### src/rtl/uart_rx_oversampled.sv
// 8N1 UART receiver with a 16x oversampling tick and 2-flop rx synchronizer.
// Define UART_RX_PARITY_EN to insert an even-parity bit between data and stop.
module uart_rx_oversampled #(
  parameter logic [31:0] baudrate  = 32'd9600,
  parameter logic [31:0] frequency = 32'd100000000
) (
  input  logic       clk,
  input  logic       reset,
  input  logic       rx,
  output logic [7:0] data_out,
  output logic       data_valid,
  output logic       framing_error,
  output logic       parity_error,
  output logic       busy
);

  localparam logic [31:0] DIV = frequency / (baudrate * 32'd16);
  localparam int CW = $clog2(DIV);
  localparam logic [CW-1:0] CNT_MAX = CW'(DIV - 32'd1);

  typedef enum logic [2:0] {
    S_IDLE,
    S_START,
    S_DATA,
    S_PARITY,
    S_STOP
  } state_t;

  logic          r_sync1;
  logic          r_sync2;
  logic [CW-1:0] r_cnt;
  state_t        r_state;
  logic [3:0]    r_s;
  logic [2:0]    r_n;
  logic [7:0]    r_shift;
  logic          r_ok;
  logic          r_bad;
  logic          r_perr;

  state_t        w_state_nxt;
  logic [3:0]    w_s_nxt;
  logic [2:0]    w_n_nxt;
  logic [7:0]    w_shift_nxt;
  logic          w_ok_nxt;
  logic          w_bad_nxt;
  logic          w_perr_nxt;
  logic          w_tick;
  logic          w_rx_s;

`ifdef UART_RX_PARITY_EN
  logic          r_par;
  logic          w_par_nxt;
`endif

  assign w_rx_s = r_sync2;
  assign w_tick = (r_cnt == CNT_MAX);
  assign busy   = (r_state != S_IDLE);

  always_ff @(posedge clk) begin
    if (reset) begin
      r_sync1 <= 1'b1;
      r_sync2 <= 1'b1;
      r_cnt   <= '0;
    end else begin
      r_sync1 <= rx;
      r_sync2 <= r_sync1;
      r_cnt   <= w_tick ? '0 : r_cnt + 1'b1;
    end
  end

  always_comb begin
    w_state_nxt = r_state;
    w_s_nxt     = r_s;
    w_n_nxt     = r_n;
    w_shift_nxt = r_shift;
    w_ok_nxt    = 1'b0;
    w_bad_nxt   = 1'b0;
    w_perr_nxt  = 1'b0;
`ifdef UART_RX_PARITY_EN
    w_par_nxt   = r_par;
`endif
    if (w_tick) begin
      unique case (r_state)
        S_IDLE: begin
          if (!w_rx_s) begin
            w_s_nxt     = 4'd0;
            w_state_nxt = S_START;
          end
        end
        S_START: begin
          // Mid start bit: a high line here was only a glitch
          if (r_s == 4'd7) begin
            if (!w_rx_s) begin
              w_s_nxt     = 4'd0;
              w_n_nxt     = 3'd0;
              w_state_nxt = S_DATA;
            end else begin
              w_state_nxt = S_IDLE;
            end
          end else begin
            w_s_nxt = r_s + 4'd1;
          end
        end
        S_DATA: begin
          if (r_s == 4'd15) begin
            w_shift_nxt = {w_rx_s, r_shift[7:1]};
            w_s_nxt     = 4'd0;
            if (r_n == 3'd7) begin
`ifdef UART_RX_PARITY_EN
              w_state_nxt = S_PARITY;
`else
              w_state_nxt = S_STOP;
`endif
            end else begin
              w_n_nxt = r_n + 3'd1;
            end
          end else begin
            w_s_nxt = r_s + 4'd1;
          end
        end
`ifdef UART_RX_PARITY_EN
        S_PARITY: begin
          if (r_s == 4'd15) begin
            w_par_nxt   = w_rx_s;
            w_s_nxt     = 4'd0;
            w_state_nxt = S_STOP;
          end else begin
            w_s_nxt = r_s + 4'd1;
          end
        end
`endif
        S_STOP: begin
          if (r_s == 4'd15) begin
            w_ok_nxt    = w_rx_s;
            w_bad_nxt   = !w_rx_s;
`ifdef UART_RX_PARITY_EN
            w_perr_nxt  = ^{r_shift, r_par};
`endif
            w_state_nxt = S_IDLE;
          end else begin
            w_s_nxt = r_s + 4'd1;
          end
        end
        default: w_state_nxt = S_IDLE;
      endcase
    end
  end

  always_ff @(posedge clk) begin
    if (reset) begin
      r_state <= S_IDLE;
      r_s     <= 4'd0;
      r_n     <= 3'd0;
      r_shift <= 8'd0;
      r_ok    <= 1'b0;
      r_bad   <= 1'b0;
      r_perr  <= 1'b0;
    end else begin
      r_state <= w_state_nxt;
      r_s     <= w_s_nxt;
      r_n     <= w_n_nxt;
      r_shift <= w_shift_nxt;
      r_ok    <= w_ok_nxt;
      r_bad   <= w_bad_nxt;
      r_perr  <= w_perr_nxt;
    end
  end

`ifdef UART_RX_PARITY_EN
  always_ff @(posedge clk) begin
    if (reset) r_par <= 1'b0;
    else       r_par <= w_par_nxt;
  end
`endif

  // Outcome pulses land one edge after the deciding tick
  always_ff @(posedge clk) begin
    if (reset) begin
      data_out      <= 8'd0;
      data_valid    <= 1'b0;
      framing_error <= 1'b0;
    end else begin
      data_valid    <= r_ok;
      framing_error <= r_bad;
      if (r_ok) data_out <= r_shift;
    end
  end

`ifdef UART_RX_PARITY_EN
  always_ff @(posedge clk) begin
    if (reset) parity_error <= 1'b0;
    else       parity_error <= r_perr;
  end
`else
  assign parity_error = 1'b0;
`endif

endmodule

### config.mk
export PLATFORM = sky130hd
export DESIGN_NAME = uart_rx_oversampled
export DESIGN_NICKNAME = d
export VERILOG_FILES = /design/src/rtl/uart_rx_oversampled.sv
export SDC_FILE = /design/constraint.sdc
export NUM_CORES = 1
export LEC_CHECK = 0
export CORE_UTILIZATION = 30
export DETAILED_ROUTE_END_ITERATION = 16
export SLEW_MARGIN = 20
export SYNTH_ARGS = -nofsm -noshare
export SYNTH_HDL_FRONTEND = slang
export SYNTH_SLANG_ARGS = --single-unit
### constraint.sdc
create_clock -name clk -period 4 [get_ports clk]
set_clock_uncertainty 0.05 [all_clocks]
set_input_delay 1 -clock clk [delete_from_list [all_inputs] [get_ports clk]]
set_output_delay 1 -clock clk [all_outputs]
set_load 0.01 [all_outputs]
### Word level (Yosys, flattened, before mapping)

Cells that the tools add are included.

* register bits: 42
* input port bits: 3
* word-level logic and storage cells: 61
* output and inout port bits: 12

* reduce and logical (&&, ||, !) cells: 11
* muxes and demuxes: 17
* bitwise logic cells: 3
* add/subtract/negate cells: 3
* equal/unequal tests: 15

Operators with widths (count)
* $mux 3: 9
* $mux 4: 4
* $ne 2x2->1 const B: 8
* $pmux 4 s4: 1
* $pmux 3 s4: 1
* $reduce_and 6->1: 2
* $add 10x1->10 const B: 1
* $eq 10x10->1 const B: 1
* $eq 3x3->1 const B: 2
* $pmux 3 s2: 1
* $reduce_and 3->1: 2
* $add 4x1->4 const B: 1
* $eq 4x3->1 const B: 1
* $eq 4x4->1 const B: 1
* $reduce_bool 4->1: 1
* $reduce_or 4->1: 1
* $add 3x1->3 const B: 1
* $eq 3x1->1 const B: 1
* $eq 3x2->1 const B: 1
* $logic_not 3->1: 1
* $not 1->1: 3
* $reduce_bool 3->1: 1
* $mux 2: 1
* $reduce_bool 2->1: 1
* other kinds (2): 2

### Logic depth before layout (Yosys ltp)

* word-level depth: 4
* mapped depth: 7

### Worst setup path after synthesis

No wires, ideal clock.

* kind: reg-to-output
* start point: register r_state[1]
* end point: output busy
* arrival time: 0.766 ns
* required time: 2.950 ns
* stages on the path, launching flop included: 5
* buffers on the path: 2
* setup slack: 2.184 ns
* cells stage by stage: dfxtp_1 buf_2 buf_2 inv_1 nand2_1

* cells in the longest elaborated chain, start to end: 1

Ends and longest elaborated chain
* start, declared: RTL line 32 `state_t r_state;`
* start signal, assigned: RTL line 159 `r_state <= w_state_nxt;`
* $reduce_bool 3->1: RTL line 57 `assign busy = (r_state != S_IDLE);`
* end, declared: RTL line 14 `output logic busy`

Every way passes these cells.

### Worst setup path after layout

Same ends and word-level chain as after synthesis.

==> flow_summary.yaml <==
outcome:
  status: "complete, no violations"
min_path:
  holdPathStages: 1
  hp-class: "reg2reg"
  min-delay-start: "r_sync1"
  min_to: "r_sync2"
layout:
  fin_util_pct: 36.3
  nFillCells: 625
  regArea_um2: 841
  area_growth_pct: 14.5
  diodes: 0
  layout.nets: 229
  drive_gt1_share_pct: 8.56
  multi_input_area_um2: 996
  design_area_mm2: 0.00220
sta:
  rsz0062_at_grt: "false"
  holdWs_ns: 0.376
  max_slew_margin_pct: 42.8
  fmax_mhz: 363
  finalHoldViolCount: 0
  setup_viol: 0
  tightest_slew_ns: 0.837
  fin_setup_tns_ns: 0
  final-max-slew-violation-count: 0
  period_share_pct: 68.9
  setup_slack_ns: 1.25
  finalCriticalPeriod_ns: 2.76
cts:
  cts_hold_buffers: 0
  cts_tree: "built"
  clk_pin_slew_worst_paths_ns: 0.09
  clock_path_buffers: 2
  cts_resized: 0
  clk_latency_ns: 0.29
  cts_sinks: 42
  cts_max_level: 2
  post_cts_buffers: 0
  root_buffer: "clkbuf_8"
  numCtsBuffers: 5
synthesis:
  synth.distinct_cells: 43
  ys.warnings.count: 0
  synth_seq_cells: 42
  synth_area_leaders: "dfxtp_1 (44%), mux2i_1 (5.7%), nor2_1 (4.7%)"
  synth_top_area_share_pct: 43.8
  synth_most_common_cell: "dfxtp_1"
  synth_sequential_area_ratio_pct: 43.8
  async_reset_ff_share_pct: 0
  syn-mean-instance-area_um2: 8.97
  synth-edff-count: 0
  synth.cell_area_mm2: 0.00192
  synth_nets: 222
  synth_flop_cell: "dfxtp_1"
  synth_commonest_cells: "dfxtp_1 (42), nor2_1 (24), nand3_1 (15), o21ai_0 (14), nand2_1 (12)"
  synthCells: 214
  yosys.area.top_type: "dfxtp_1"
detailed_routing:
  vias_per_cell: 5.05
  wirelength_um: 3740
  dr.max_layer_used: "met4"
  vias: 1501
  drtIter0Drc: 56
  wl_per_cell_um: 12.6
  wl_met2_um: 1760
  detail-route-antenna-nets: 0
  drt-met1-wl_um: 1800
  route.detailed.drc: 0
  wl_met3_um: 167
  drt-pass1-iter-count: 4
floorplanning:
  die_x_um: 82.0
  io_pins: 15
  num_rows: 28
  die-area_mm2: 0.00673
  start_util_pct: 31.7
  core_mm2: 0.00606
  die_h_um: 82.0
global_route:
  grt_start_max_net_pins: 32
  gr-total-overflow: 0
  antenna_found_initial: 0
  track_usage_pct: 12.1
  grt_pass1_vias: 1352
  grt_pass1_wl_um: 6310
pwr:
  total_leakage_power_nw: 0.722
  p_per_area_mw_per_mm2: 357
  worst_ir_drop_vdd_mv: 0.259
critical_path:
  worst_path_largest_cell_delay_ns: 0.63
  path_cells: "inv_1 -> nand2_1 -> clkdlybuf4s50_1"
  critPathKind: "reg2out"
  slowest_stage: "dfxtp_1"
  reg2reg_slack_ns: 1.84
  cp-end-kind: "primary output"
  worstPathArrival_ns: 1.71
  r2r_start: "r_state[1]"
  cp_top_family: "buffers and inverters"
  rr_endpoint: "r_shift[1]"
  startpoint_type: "flop"
  worstSetupStartpoint: "r_state[1]"
  worst-path-buf-inv: 2
  worstPathMaxFanout: 16
  rr_worst_depth: 4
  critPathRequiredTime_ns: 2.95
placement:
  gp_congestion: 0.763
  dp.final_hpwl_um: 2500
  preCtsSetupSlack_ns: 1.39
  io_buffers: 13
  dpl-instance-area_mm2: 0.00209
flow_run:
  drv_cap: 0
[cell families after synthesis]
family	share of synthesized area [%]
multiplexers	5.73
AND/OR/NAND/NOR	22.9
other	0.195
adder cells (fa/ha/maj)	3.26
flip-flops	43.8
AO/OA/AOI/OAI	14.7
buffers and inverters	4.36
XOR/XNOR	5.02
[cells in the final DEF, fill, tap and decap left out, types with 2 or more instances in the layout]
| master | Yosys | final |
|---|---|---|
| nor2b_1 | 3 | 3 |
| a21oi_1 | 11 | 11 |
| mux2i_1 | 11 | 11 |
| nand3_1 | 15 | 15 |
| nand4b_1 | 2 | 2 |
| clkbuf_8 | 0 | 5 |
| and3_1 | 3 | 3 |
| clkdlybuf4s50_1 | 0 | 13 |
| xnor2_1 | 8 | 8 |
| or3_1 | 2 | 2 |
| or2_2 | 3 | 3 |
| nor3b_1 | 4 | 4 |
| nor4_1 | 3 | 3 |
| a311oi_1 | 2 | 2 |
| nand4_1 | 2 | 2 |
| dfxtp_1 | 42 | 42 |
| nor2_1 | 24 | 24 |
| a211o_1 | 2 | 2 |
| o211ai_1 | 3 | 3 |
| inv_1 | 5 | 5 |
| o311ai_0 | 2 | 2 |
| nand2_1 | 12 | 12 |
| or3b_2 | 2 | 2 |
| o31ai_1 | 2 | 2 |
| ha_1 | 5 | 5 |
| xor2_1 | 3 | 3 |
| a31oi_1 | 2 | 2 |
| o21ai_0 | 14 | 14 |
[stage by stage]
| step | total power [mW] | cells |
|---|---|---|
| 2_1_floorplan | 0.449 | 214 |
| 3_3_place_gp | 0.455 | 289 |
| 3_5_place_dp | 0.455 | 289 |
| 4_1_cts | 0.795 | 297 |
| 5_1_grt | 0.810 | 297 |
| 6_report | 0.786 | 297 |
[power by group]
part / switching (mW) / internal [mW] / total (mW)
Clock: 0.154 / 0.187 / 0.341
Sequential: 0.00380 / 0.421 / 0.425
Combinational: 0.0128 / 0.00704 / 0.0198
Total: 0.171 / 0.615 / 0.786
[worst register-to-register path, stage by stage (launching register included)]
cell and delay [ns]:
dfxtp_1 0.63, or3b_2 0.65, nor2_1 0.47, nand3_1 0.14, a21oi_1 0.16
[how the worst max path moves through the flow]
stage / endpoint / slack (ns) / cells after the start
detailed placement: r_cnt[7] / 1.39 / 5
global route: busy / 1.13 / 3
global placement: r_cnt[5] / 1.44 / 5
finish: busy / 1.25 / 3
floorplan: busy / 2.18 / 4
CTS: busy / 1.26 / 3
[area by class of cell]
| type | instances | share of cell area, % |
|---|---|---|
| Clock inverter | 3 | 1.99 |
| Timing Repair Buffer | 14 | 6.26 |
| Clock buffer | 5 | 3.13 |
| Multi-Input combinational cell | 153 | 45.3 |
| Sequential cell | 42 | 38.2 |
| Tap cell | 75 | 4.27 |
| Inverter | 5 | 0.853 |
[registers in the layout (all words and copies together), names as in the netlist, 3 cells and up]
register	count
r_shift	8
data_out	8
r_s	4
r_n	3
r_state	3
r_cnt	10
[per-layer routing]
layer	GRT usage (%)	vias up
met1	16.1	700
met5	0	-
met2	18.8	26
li1	-	773
met4	4.04	0
met3	3.11	2
Note: power is estimated with default switching activity, not from simulation.
